`config.mk`:
```
export PLATFORM = sky130hd
export DESIGN_NAME = game_state_hist
export DESIGN_NICKNAME = d
export VERILOG_FILES = /design/src/rtl/game_state_hist_pkg.sv /design/src/rtl/game_state_hist_ram.sv /design/src/rtl/game_state_hist.sv
export SDC_FILE = /design/constraint.sdc
export NUM_CORES = 1
export LEC_CHECK = 0
export ABC_AREA = 0
export CAP_MARGIN = 10
export CORE_MARGIN = 2
export CORE_UTILIZATION = 60
export DETAILED_ROUTE_END_ITERATION = 6
export MAX_ROUTING_LAYER = met4
export PLACE_DENSITY = 0.89
export SLEW_MARGIN = 25
export SYNTH_ARGS = -nofsm -noshare
export SYNTH_HDL_FRONTEND = slang
export SYNTH_SLANG_ARGS = --single-unit
```
`constraint.sdc`:
```
create_clock -name clk -period 6.9 [get_ports clk]
set_input_delay 1.38 -clock clk [delete_from_list [all_inputs] [get_ports clk]]
set_output_delay 1.38 -clock clk [all_outputs]
set_load 0.005 [all_outputs]
```
`src/rtl/game_state_hist_pkg.sv`:
```
`default_nettype none
// ============================================================================
// Module      : game_state_hist_pkg
// Description : Shared game constants and history command encoding.
// Revision    : 1.0
// ============================================================================
package game_state_hist_pkg;

    localparam int STATE_W = 134;

    typedef enum logic [1:0] {
        CMD_NONE = 2'd0,
        CMD_CLR  = 2'd1,
        CMD_LOAD = 2'd2,
        CMD_UNDO = 2'd3
    } cmd_e;

    // Priority clr > load > undo; a blocked load still masks undo.
    function automatic cmd_e cmd_sel(
        input logic clr,
        input logic load,
        input logic load_blocked,
        input logic undo_ok
    );
        if (clr)
            return CMD_CLR;
        if (load)
            return load_blocked ? CMD_NONE : CMD_LOAD;
        if (undo_ok)
            return CMD_UNDO;
        return CMD_NONE;
    endfunction

endpackage
`default_nettype wire

```
`src/rtl/game_state_hist_ram.sv`:
```
`default_nettype none
// ============================================================================
// Module      : game_state_hist_ram
// Description : DEPTH x W history store, one write port, async read port.
// Revision    : 1.0
// ============================================================================
module game_state_hist_ram #(
    parameter int W     = 8,
    parameter int DEPTH = 4,
    parameter int AW    = 2
) (
    input  logic          clk,
    input  logic          we_i,
    input  logic [AW-1:0] waddr_i,
    input  logic [W-1:0]  wdata_i,
    input  logic [AW-1:0] raddr_i,
    output logic [W-1:0]  rdata_o
);

    logic [W-1:0] mem_q [DEPTH];

    always_ff @(posedge clk) begin
        if (we_i)
            mem_q[waddr_i] <= wdata_i;
    end

    assign rdata_o = mem_q[raddr_i];

endmodule
`default_nettype wire

```
`src/rtl/game_state_hist.sv`:
```
`default_nettype none
// ============================================================================
// Module      : game_state_hist
// Description : Game-state register with a circular multi-level undo history.
// Revision    : 1.0
// ============================================================================
module game_state_hist
    import game_state_hist_pkg::*;
#(
    parameter int             W     = STATE_W,
    parameter int             DEPTH = 8,
    parameter logic [W-1:0]   INIT  = {W{1'b0}},
    parameter int             DEDUP = 1
) (
    input  logic                       clk,
    input  logic                       r_n,
    input  logic                       clr,
    input  logic                       load,
    input  logic                       undo,
    input  logic [W-1:0]               d,
    output logic [W-1:0]               q,
    output logic [$clog2(DEPTH+1)-1:0] count,
    output logic                       undo_avail,
    output logic                       full
);

    localparam int               WP_W     = $clog2(DEPTH);
    localparam int               CNT_W    = $clog2(DEPTH+1);
    localparam logic [WP_W-1:0]  WP_LAST  = WP_W'(DEPTH-1);
    localparam logic [CNT_W-1:0] CNT_FULL = CNT_W'(DEPTH);

    logic [W-1:0]     q_q, q_d;
    logic [WP_W-1:0]  wp_q, wp_d;
    logic [CNT_W-1:0] count_q, count_d;

    logic [WP_W-1:0]  wp_inc, wp_dec;
    logic [W-1:0]     hist_rd;
    logic             hist_we;
    cmd_e             cmd;

    // Explicit compares keep wrap correct for non-power-of-two DEPTH.
    assign wp_inc = (wp_q == WP_LAST) ? '0 : wp_q + 1'b1;
    assign wp_dec = (wp_q == '0) ? WP_LAST : wp_q - 1'b1;

    assign cmd = cmd_sel(clr, load, (DEDUP != 0) && (d == q_q), count_q != '0 && undo);
    assign hist_we = (cmd == CMD_LOAD);

    game_state_hist_ram #(
        .W     (W),
        .DEPTH (DEPTH),
        .AW    (WP_W)
    ) u_ram (
        .clk     (clk),
        .we_i    (hist_we),
        .waddr_i (wp_q),
        .wdata_i (q_q),
        .raddr_i (wp_dec),
        .rdata_o (hist_rd)
    );

    always_comb begin
        q_d     = q_q;
        wp_d    = wp_q;
        count_d = count_q;
        unique case (cmd)
            CMD_CLR: begin
                q_d     = INIT;
                wp_d    = '0;
                count_d = '0;
            end
            CMD_LOAD: begin
                q_d     = d;
                wp_d    = wp_inc;
                count_d = (count_q == CNT_FULL) ? count_q : count_q + 1'b1;
            end
            CMD_UNDO: begin
                q_d     = hist_rd;
                wp_d    = wp_dec;
                count_d = count_q - 1'b1;
            end
            default: ;
        endcase
    end

    always_ff @(posedge clk or negedge r_n) begin
        if (!r_n) begin
            q_q     <= INIT;
            wp_q    <= '0;
            count_q <= '0;
        end else begin
            q_q     <= q_d;
            wp_q    <= wp_d;
            count_q <= count_d;
        end
    end

    assign q          = q_q;
    assign count      = count_q;
    assign undo_avail = (count_q != '0);
    assign full       = (count_q == CNT_FULL);

endmodule
`default_nettype wire

```
# Word level (Yosys, flattened, before mapping)

Memory sizes are Yosys's and may differ from the RTL's.
Index checks and enable logic that the tools add are counted.
W data, S select, Z words.

Eq/ne operators: 7
Reductions and logical operators: 5
Multiplexer cells: 21
Add/sub/neg operators: 4

Operator list:

| cell                  | count |
|---|---|
| $pmux W134 S3         | 1 |
| $eq A134 B134 Y1      | 1 |
| $mux W2               | 7 |
| $pmux W4 S3           | 1 |
| $pmux W3 S3           | 1 |
| $mux W1               | 8 |
| $mux W3               | 2 |
| $add A4 B1 Y4 const B | 1 |
| $eq A2 B2 Y1 const B  | 2 |
| $eq A4 B4 Y1 const B  | 1 |
| $mux W4               | 1 |
| $reduce_bool A4 Y1    | 1 |
| $sub A4 B1 Y4 const B | 1 |
| $add A3 B1 Y3 const B | 1 |
| $eq A3 B3 Y1 const B  | 1 |
| $logic_not A3 Y1      | 1 |
| $reduce_bool A3 Y1    | 1 |
| $sub A3 B1 Y3 const B | 1 |
| $eq A2 B1 Y1 const B  | 1 |
| $ne A2 B2 Y1 const B  | 1 |
| $reduce_and A2 Y1     | 1 |
| $logic_and A1 B1 Y1   | 1 |

Bits in writable memories: 1,072
Memories kept: 1
Flip-flop bits (word level): 141
Bits of input ports: 139

Memory list:

| name        | depth | bits a word | rd ports | clocked after Yosys merged registers in | write ports | RTL line                  | source |
|---|---|---|---|---|---|---|---|
| u_ram.mem_q | 8     | 134         | 1        | 0                                       | 1           | game_state_hist_ram.sv:20 | `logic [W-1:0] mem_q [DEPTH];` |

# Longest topological paths before layout

Gate-level depths: netlist of the first run.

Word-level depth: 11
Mapped depth: 11

# By module

From an unflattened synthesis of the first run, not the netlist that was laid out.

Cells, all modules: 2,437
Area, all modules: 48,739.2 sq um

Modules (own cells, without submodules):

| module              | cells each | sequential area each (sq um) | area an instance (sq um) | instances |
|---|---|---|---|---|
| game_state_hist_ram | 1,562      | 32,190.9                     | 40,550.1                 | 1 |
| game_state_hist     | 875        | 3,528.4                      | 8,189.1                  | 1 |

# Worst setup path before layout of the first run

OpenSTA, ideal clock, no wires.

Kind: input-to-reg
Start: input port d[80]
End: memory u_ram.mem_q[1][0] (netlist name) (enable)
Library setup time: 0.510 ns
Required time: 6.390 ns
Setup slack: 0.691 ns
Arrival time: 5.699 ns
Stages: 7
Cell sequence: xnor2_1 nand4_1 nor4_1 and4_1 and3_1 nor3_1 and3_1

Word-level cells in the longest chain between the ends: 10

Ends and longest elaborated chain:

| item                            | RTL line                  | source |
|---|---|---|
| start, declared                 | game_state_hist.sv:20     | `input logic [W-1:0] d,` |
| $eq A134 B134 Y1 *              | game_state_hist.sv:45     | `assign cmd = cmd_sel(clr, load, (DEDUP != 0) && (d == q_q), count_q != '0 && undo);` |
| $mux W2 *                       | game_state_hist_pkg.sv:28 | `return load_blocked ? CMD_NONE : CMD_LOAD;` |
| $mux W2 *                       | game_state_hist_pkg.sv:27 | `if (load)` |
| $mux W2                         | game_state_hist_pkg.sv:29 | `if (undo_ok)` |
| $mux W2                         | game_state_hist_pkg.sv:31 | `return CMD_NONE;` |
| $mux W2 *                       | game_state_hist_pkg.sv:29 |  |
| $mux W2 *                       | game_state_hist_pkg.sv:27 |  |
| $eq A2 B2 Y1 *                  | game_state_hist.sv:46     | `assign hist_we = (cmd == CMD_LOAD);` |
| $mux W1 *                       | game_state_hist_ram.sv:23 | `if (we_i)` |
| $mux W1 (implied by the code) * | game_state_hist_ram.sv:24 | `mem_q[waddr_i] <= wdata_i;` |
| end, declared                   | game_state_hist_ram.sv:20 |  |

Mark *: on every way between the ends. The rest lies on a longest branch, timed or not.

# Worst setup path after layout of the first run

Start: input port d[30]
End: memory u_ram.mem_q[1][57] (netlist name) (enable)

Same word-level chain as after synthesis.

==> metrics, run 1 <==
Post-Route WL=~130000 um; clock latency on the worst-skew pair=around 0.7 ns; crit-path cells=clkdlybuf4s50_1 > xnor2_1 > nand4_1 > nor4_1 > and4_1 > and3_1 > nor3_2 > and3_4 > buf_12; Post-Syn Area per Cell=18.1 um^2; FP Rows=around 100; commonest cells after routing, fill and taps aside=edfxtp_1 (1072), clkdlybuf4s50_1 (276), nand2_1 (274); arrival time worst endpoint=5.64 ns; remaining antenna violation count=0; outcome=completed; first-pass GRT wire length=between 150000 and 200000 um; Placed Cells incl. Taps=approximately 3900; commonest non-fill, non-tap cell in the layout=edfxtp_1; root buf cell=clkbuf_16; Die Width=289 um; delay-heaviest family, CP=simple AND/OR/NAND/NOR gates; Final Setup Violations=0; die height=roughly 290 um; Slew Viols, Final=0; DR pass1 iterations=7; RSZ-0062 raised after global routing=false; crit share post-route=about 78%; critical path class=primary input to flip-flop; Pwr Density=317 nW/um^2; PortBufs=around 280; met1 Use GR=42.3%; starting density of the core=between 60% and 70%; hold depth=0; Flop pwr share=49.2%; worst hold path type=flip-flop to flip-flop; Static Leak=about 19 nW; CTS Sinks=about 1200; CTS tree=done; CP max-delay cell=xnor2_1; GR Layer Usage met3=7.26%; initial antenna violation count=5; Achievable Freq=between 150 and 200 MHz; P_sw=0.00477 W; post-synth cell types=between 40 and 50; total grt overflow=0; sw frac=26.6%; Layout Cells excl Fill=between 4000 and 5000; crit-path max FO=80; Avg WL per Cell=32.4 um; vias in the first global route=28400; setup tns final=0 ns; share of cells above drive strength 1=16.9%; Synth Register Bits=1213; H-Tree Depth=3; Routability Congestion=about 0.87; sum of buffers and inverters on the critical path=2; GRT Overall Usage=between 30% and 40%; I/O pins=~280; fin crit period=approximately 5.4 ns; critical path capture point type=flip-flop; CTS resizes=0; largest net degree at the start of global routing=~250; Detailed Place HPWL=around 74000 um; final clock skew=between 0.02 and 0.03 ns; Mapped Area=about 50000 um^2; clk buf depth=3; Vias per Instance=just under 7; peak supply drop=0.000284 V; total CTS buffers=112; postcts setup bufs=0; Slew Limit Headroom=between 20% and 30%; final hold vios=0; Post-route DRC=0; CP peak stage delay=around 0.85 ns; core footprint=roughly 81000 um^2; Comb pwr share=between 10% and 20%; Clock power frac=between 30% and 40%; WP depth=9; MaxCap Viol Count=0; Clock Pin Slew Worst Setup and Hold Paths=approximately 0.07 ns; # hold bufs at CTS=0; Syn Inst Count=2704; Vias=~28000; initial drt markers=roughly 4300; layer with the highest usage=met2; Ys Warns=0; overall power=~0.018 W; Internal Power=roughly 0.013 W; critical path launch point type=primary input; Synth-to-Final Area Change=15.7%; Seq/Total Area, Yosys=between 70% and 80%; Worst EP required=approximately 7.2 ns; nets=between 3000 and 4000; routing usage on met2=between 50% and 60%; Worst Tran Pin Value=approximately 1.1 ns; Mapped Nets=between 2000 and 3000; die footprint=around 84000 um^2; reg2reg path depth=8
[cell usage after synthesis (all sizes together)]
cell type	n	share of area [%]
mux4	268	12
o211ai	1	0.015
o221a	22	0.51
and4	7	0.13
nor3	6	0.072
a21o	3	0.046
nor4	21	0.28
nor4b	1	0.018
ha	6	0.15
dfrtp	141	7.2
clkbuf	107	0.82
o21bai	1	0.015
a31oi	136	1.7
and3	3	0.038
a211o	1	0.018
or4	1	0.015
inv	19	0.15
a311oi	1	0.018
mux2i	124	2.5
o21ai	3	0.031
nand3	3	0.041
a21oi	15	0.15
o2bb2ai	2	0.036
buf	49	0.71
a221oi	1	0.018
fa	1	0.041
a221o	1	0.021
xor2	67	1.2
xnor2	69	1.2
a41oi	1	0.018
edfxtp	1072	66
nor2b	1	0.013
nand4	22	0.28
nand2	274	2.1
nor2	254	2.0
[metal layers]
metal,wire [um],vias to the layer above
met3,16000,425
met2,65200,2424
met5,0,-
met4,7680,0
met1,45000,14500
li1,-,11100
[area by class of cell]
class | instances | area [um^2]
sequential | 1213 | 35700
fill | 4396 | 24100
multi-input combinational | 1316 | 12400
timing repair buffer | 315 | 3320
clock buffer | 157 | 3110
tap | 1060 | 1330
clock inverter | 52 | 552
inverter | 19 | 71.3
antenna | 5 | 12.5
[path summary, 6_finish.rpt]
| check | slack, ns | to | from |
|---|---|---|---|
| min in group asynchronous | 0.77 | q[107]$_DFFE_PN0P_ | r_n |
| max in group asynchronous | 4.73 | q[103]$_DFFE_PN0P_ | r_n |
| min | 0.71 | u_ram.mem_q[3][13]$_DFFE_PP_ | q[13]$_DFFE_PN0P_ |
| max reg2reg | 2.20 | u_ram.mem_q[1][57]$_DFFE_PP_ | q[30]$_DFFE_PN0P_ |
| min reg2reg | 0.71 | u_ram.mem_q[3][13]$_DFFE_PP_ | q[13]$_DFFE_PN0P_ |
| max | 1.53 | u_ram.mem_q[1][57]$_DFFE_PP_ | d[30] |
[kinds of logic (layout without fill, tap and decap cells)]
| group | after synthesis | in the layout | synth area share, % |
|---|---|---|---|
| flops | 1213 | 1213 | 73.2 |
| buf+inv | 175 | 543 | 1.68 |
| compound gates | 188 | 188 | 2.64 |
| other cells | 0 | 5 | 0 |
| mux | 392 | 392 | 14.9 |
| xor+xnor | 136 | 136 | 2.44 |
| simple gates | 593 | 593 | 4.95 |
| fa+ha+maj | 7 | 7 | 0.195 |
[metrics by stage]
step           hold WS, ns  util [%]  worst slack, ns  area (um^2)
2_1_floorplan        0.537         -            0.691        48800
3_3_place_gp         0.650      65.5             1.16        52700
3_5_place_dp         0.678      65.5             1.01        52800
4_1_cts              0.695      70.1             1.55        56400
5_1_grt              0.717      70.1             1.55        56500
6_report             0.705      70.1             1.53        56500
[registers in the layout (all words and copies together) (netlist names)]
| signal | flops |
|---|---|
| u_ram.mem_q | 1072 |
| q | 134 |
| count | 4 |
| wp_q | 3 |
[worst register-to-register path: cells and delay by family (launching register included)]
family                    cells  cell delay [ns]
buffers and inverters         1             0.26
and+or+nand+nor               6             2.41
DFF                           1             0.51
xor gates and xnor gates      1             0.88
[power by group through the flow]
stage | Clock [W] | Combinational, W | Sequential (W)
after floorplan | 0 | 0.00178 | 0.00883
after global placement | 0 | 0.00273 | 0.00890
after detailed placement | 0 | 0.00280 | 0.00895
after CTS | 0.00620 | 0.00288 | 0.00882
after global routing | 0.00646 | 0.00305 | 0.00886
final | 0.00618 | 0.00292 | 0.00882
(Power assumes the default switching activity.)
==> inputs of run 2 (changes only) <==
Settings changed: CORE_UTILIZATION 60 to 54, PLACE_DENSITY 0.89 to 0.85.
Clock period 6.9 ns to 4.8 ns, I/O delays scaled along.
==> run 2 against run 1 <==
Net effect: non-clock buffer count is 20 higher; via count shrank 0.49%; highest routed layer unchanged; largest power group unchanged; largest cell class unchanged; worst hold slack worse by 0.32 ns; clock skew is 0.024 ns higher; total power increased by 46%.
==> metrics, run 2 (same netlist as run 1, synthesis figures left out) <==
final hold vios=0; Die Width=a little over 300 um; met3 routed WL=14700 um; Static Leak=19.5 nW; worst hold path type=primary input to asynchronous set/reset pin; Synth-to-Final Area Change=17.0%; share of cells above drive strength 1=17.7%; peak supply drop=0.000400 V; critical path capture point type=flip-flop; crit-path max FO=60; worst setup margin=around 0.32 ns; DR pass1 iterations=6; Filler cells=5710; Worst R2R End=u_ram.mem_q[6][130]$_DFFE_PP_; # hold bufs at CTS=0; Achievable Freq=between 200 and 250 MHz; Post-Route WL=roughly 140000 um; CTS tree=done; CTS resizes=0; commonest non-fill, non-tap cell in the layout=edfxtp_1; Slew Limit Headroom=around a quarter; total grt overflow=0; clk buf depth=3; critical path launch point type=primary input; PortBufs=between 200 and 300; RSZ-0062 raised after global routing=false; pre-CTS setup slack=-0.257 ns; core footprint=roughly 90000 um^2; Routability Congestion=around 0.85; number of flip-flops in the largest register=approximately 1100; Vias=28300; starting density of the core=54.4%; commonest cells after routing, fill and taps aside=edfxtp_1 (1072), clkdlybuf4s50_1 (276), nand2_1 (274); postcts setup bufs=0; reg2reg path depth=8; CP max-delay cell=xnor2_1; die footprint=approximately 93000 um^2; wire length on met2=roughly 66000 um; arrival time worst endpoint=around 4.8 ns; Biggest register=u_ram.mem_q; Core Util, Final=between 60% and 70%; critical path class=primary input to flip-flop; Layout Cells excl Fill=4279; Final Setup Violations=0; Avg WL per Cell=approximately 32 um; Vias per Instance=~6.6; crit share post-route=93.4%; die height=305 um; Worst EP required=slightly above 5 ns; vias in the first global route=roughly 29000; CP peak stage delay=about 0.75 ns; I/O pins=approximately 280; final clock skew=between 0.05 and 0.06 ns; R2R Setup Slk=approximately 0.48 ns; Highest Signal Layer=met4; CTS Sinks=1213; Critical R2R Launch=q[65]$_DFFE_PN0P_; Post-route DRC=0; root buf cell=clkbuf_16; clock latency on the worst-skew pair=roughly 0.7 ns; H-Tree Depth=3; largest net degree at the start of global routing=~130; Clock Pin Slew Worst Setup and Hold Paths=0.06 ns; GRT Overall Usage=between 30% and 40%; fin crit period=4.48 ns; FP Rows=110; nets=roughly 3100; Placed Cells incl. Taps=roughly 4000; first-pass GRT wire length=just under 200000 um; outcome=completed; initial antenna violation count=3; remaining antenna violation count=0; Slew Viols, Final=0; MaxCap Viol Count=0; Detailed Place HPWL=a little under 80000 um; initial drt markers=roughly 4100; wl on met1=47000 um; crit-path cells=clkdlybuf4s50_1 > xnor2_1 > nand4_1 > nor4_2 > and4_1 > and3_1 > nor3_2 > and4_4 > buf_12; Pwr Density=roughly 460 nW/um^2; Worst Tran Pin Value=about 1.1 ns; total CTS buffers=between 100 and 150
run 2: worst max path at each step:
stage               start                            end  slack (ns)  cells after the start
finish              d[76]  u_ram.mem_q[6][130]$_DFFE_PP_        0.32                      9
global route        d[76]  u_ram.mem_q[6][130]$_DFFE_PP_        0.35                      9
CTS                 d[25]  u_ram.mem_q[1][131]$_DFFE_PP_        0.43                      9
detailed placement  d[25]   u_ram.mem_q[1][30]$_DFFE_PP_       -0.26                      9
global placement    d[72]   u_ram.mem_q[1][14]$_DFFE_PP_       -0.88                      9
floorplan           d[80]    u_ram.mem_q[4][0]$_DFFE_PP_        0.45                      7
run 2: per-layer routing:
metal / track usage (%) / up-vias
met5: - / -
met4: 16.2 / 0
met3: 6.17 / 416
met2: 47.0 / 2212
met1: 37.8 / 14500
li1: - / 11200
run 2: worst max-delay path: cells and delay by family:
family	cells	cell delay (ns)
buf+inv	2	0.69
simple gates	6	2.27
xor+xnor	1	0.75
run 2: cell type report:
class / count / area, um^2 / area share (%)
clock inverter: 67 / 753 / 1.32
inverter: 19 / 71.3 / 0.125
sequential: 1213 / 35700 / 62.6
tap: 1176 / 1470 / 2.58
multi-input combinational: 1316 / 12400 / 21.7
antenna: 4 / 10.0 / 0.0175
clock buffer: 149 / 3060 / 5.37
timing repair buffer: 335 / 3610 / 6.32
run 2: through the flow:
stage,cell area [um^2],hold WS (ns),total power [W],setup TNS [ns]
3_5_place_dp,53300,0.592,0.0170,-155.10
2_1_floorplan,48800,0.537,0.0152,0
3_3_place_gp,53200,0.563,0.0168,-948.37
6_report,57100,0.385,0.0261,0
4_1_cts,57100,0.423,0.0261,0
5_1_grt,57100,0.447,0.0268,0
run 2: where the power goes:
part | switching (W) | leakage, nW | internal, W | total, W
clock | 0.00396 | 1.87 | 0.00522 | 0.00918
combinational | 0.00242 | 5.90 | 0.00181 | 0.00422
sequential | 0.000579 | 11.7 | 0.0121 | 0.0127
total | 0.00695 | 19.5 | 0.0191 | 0.0261
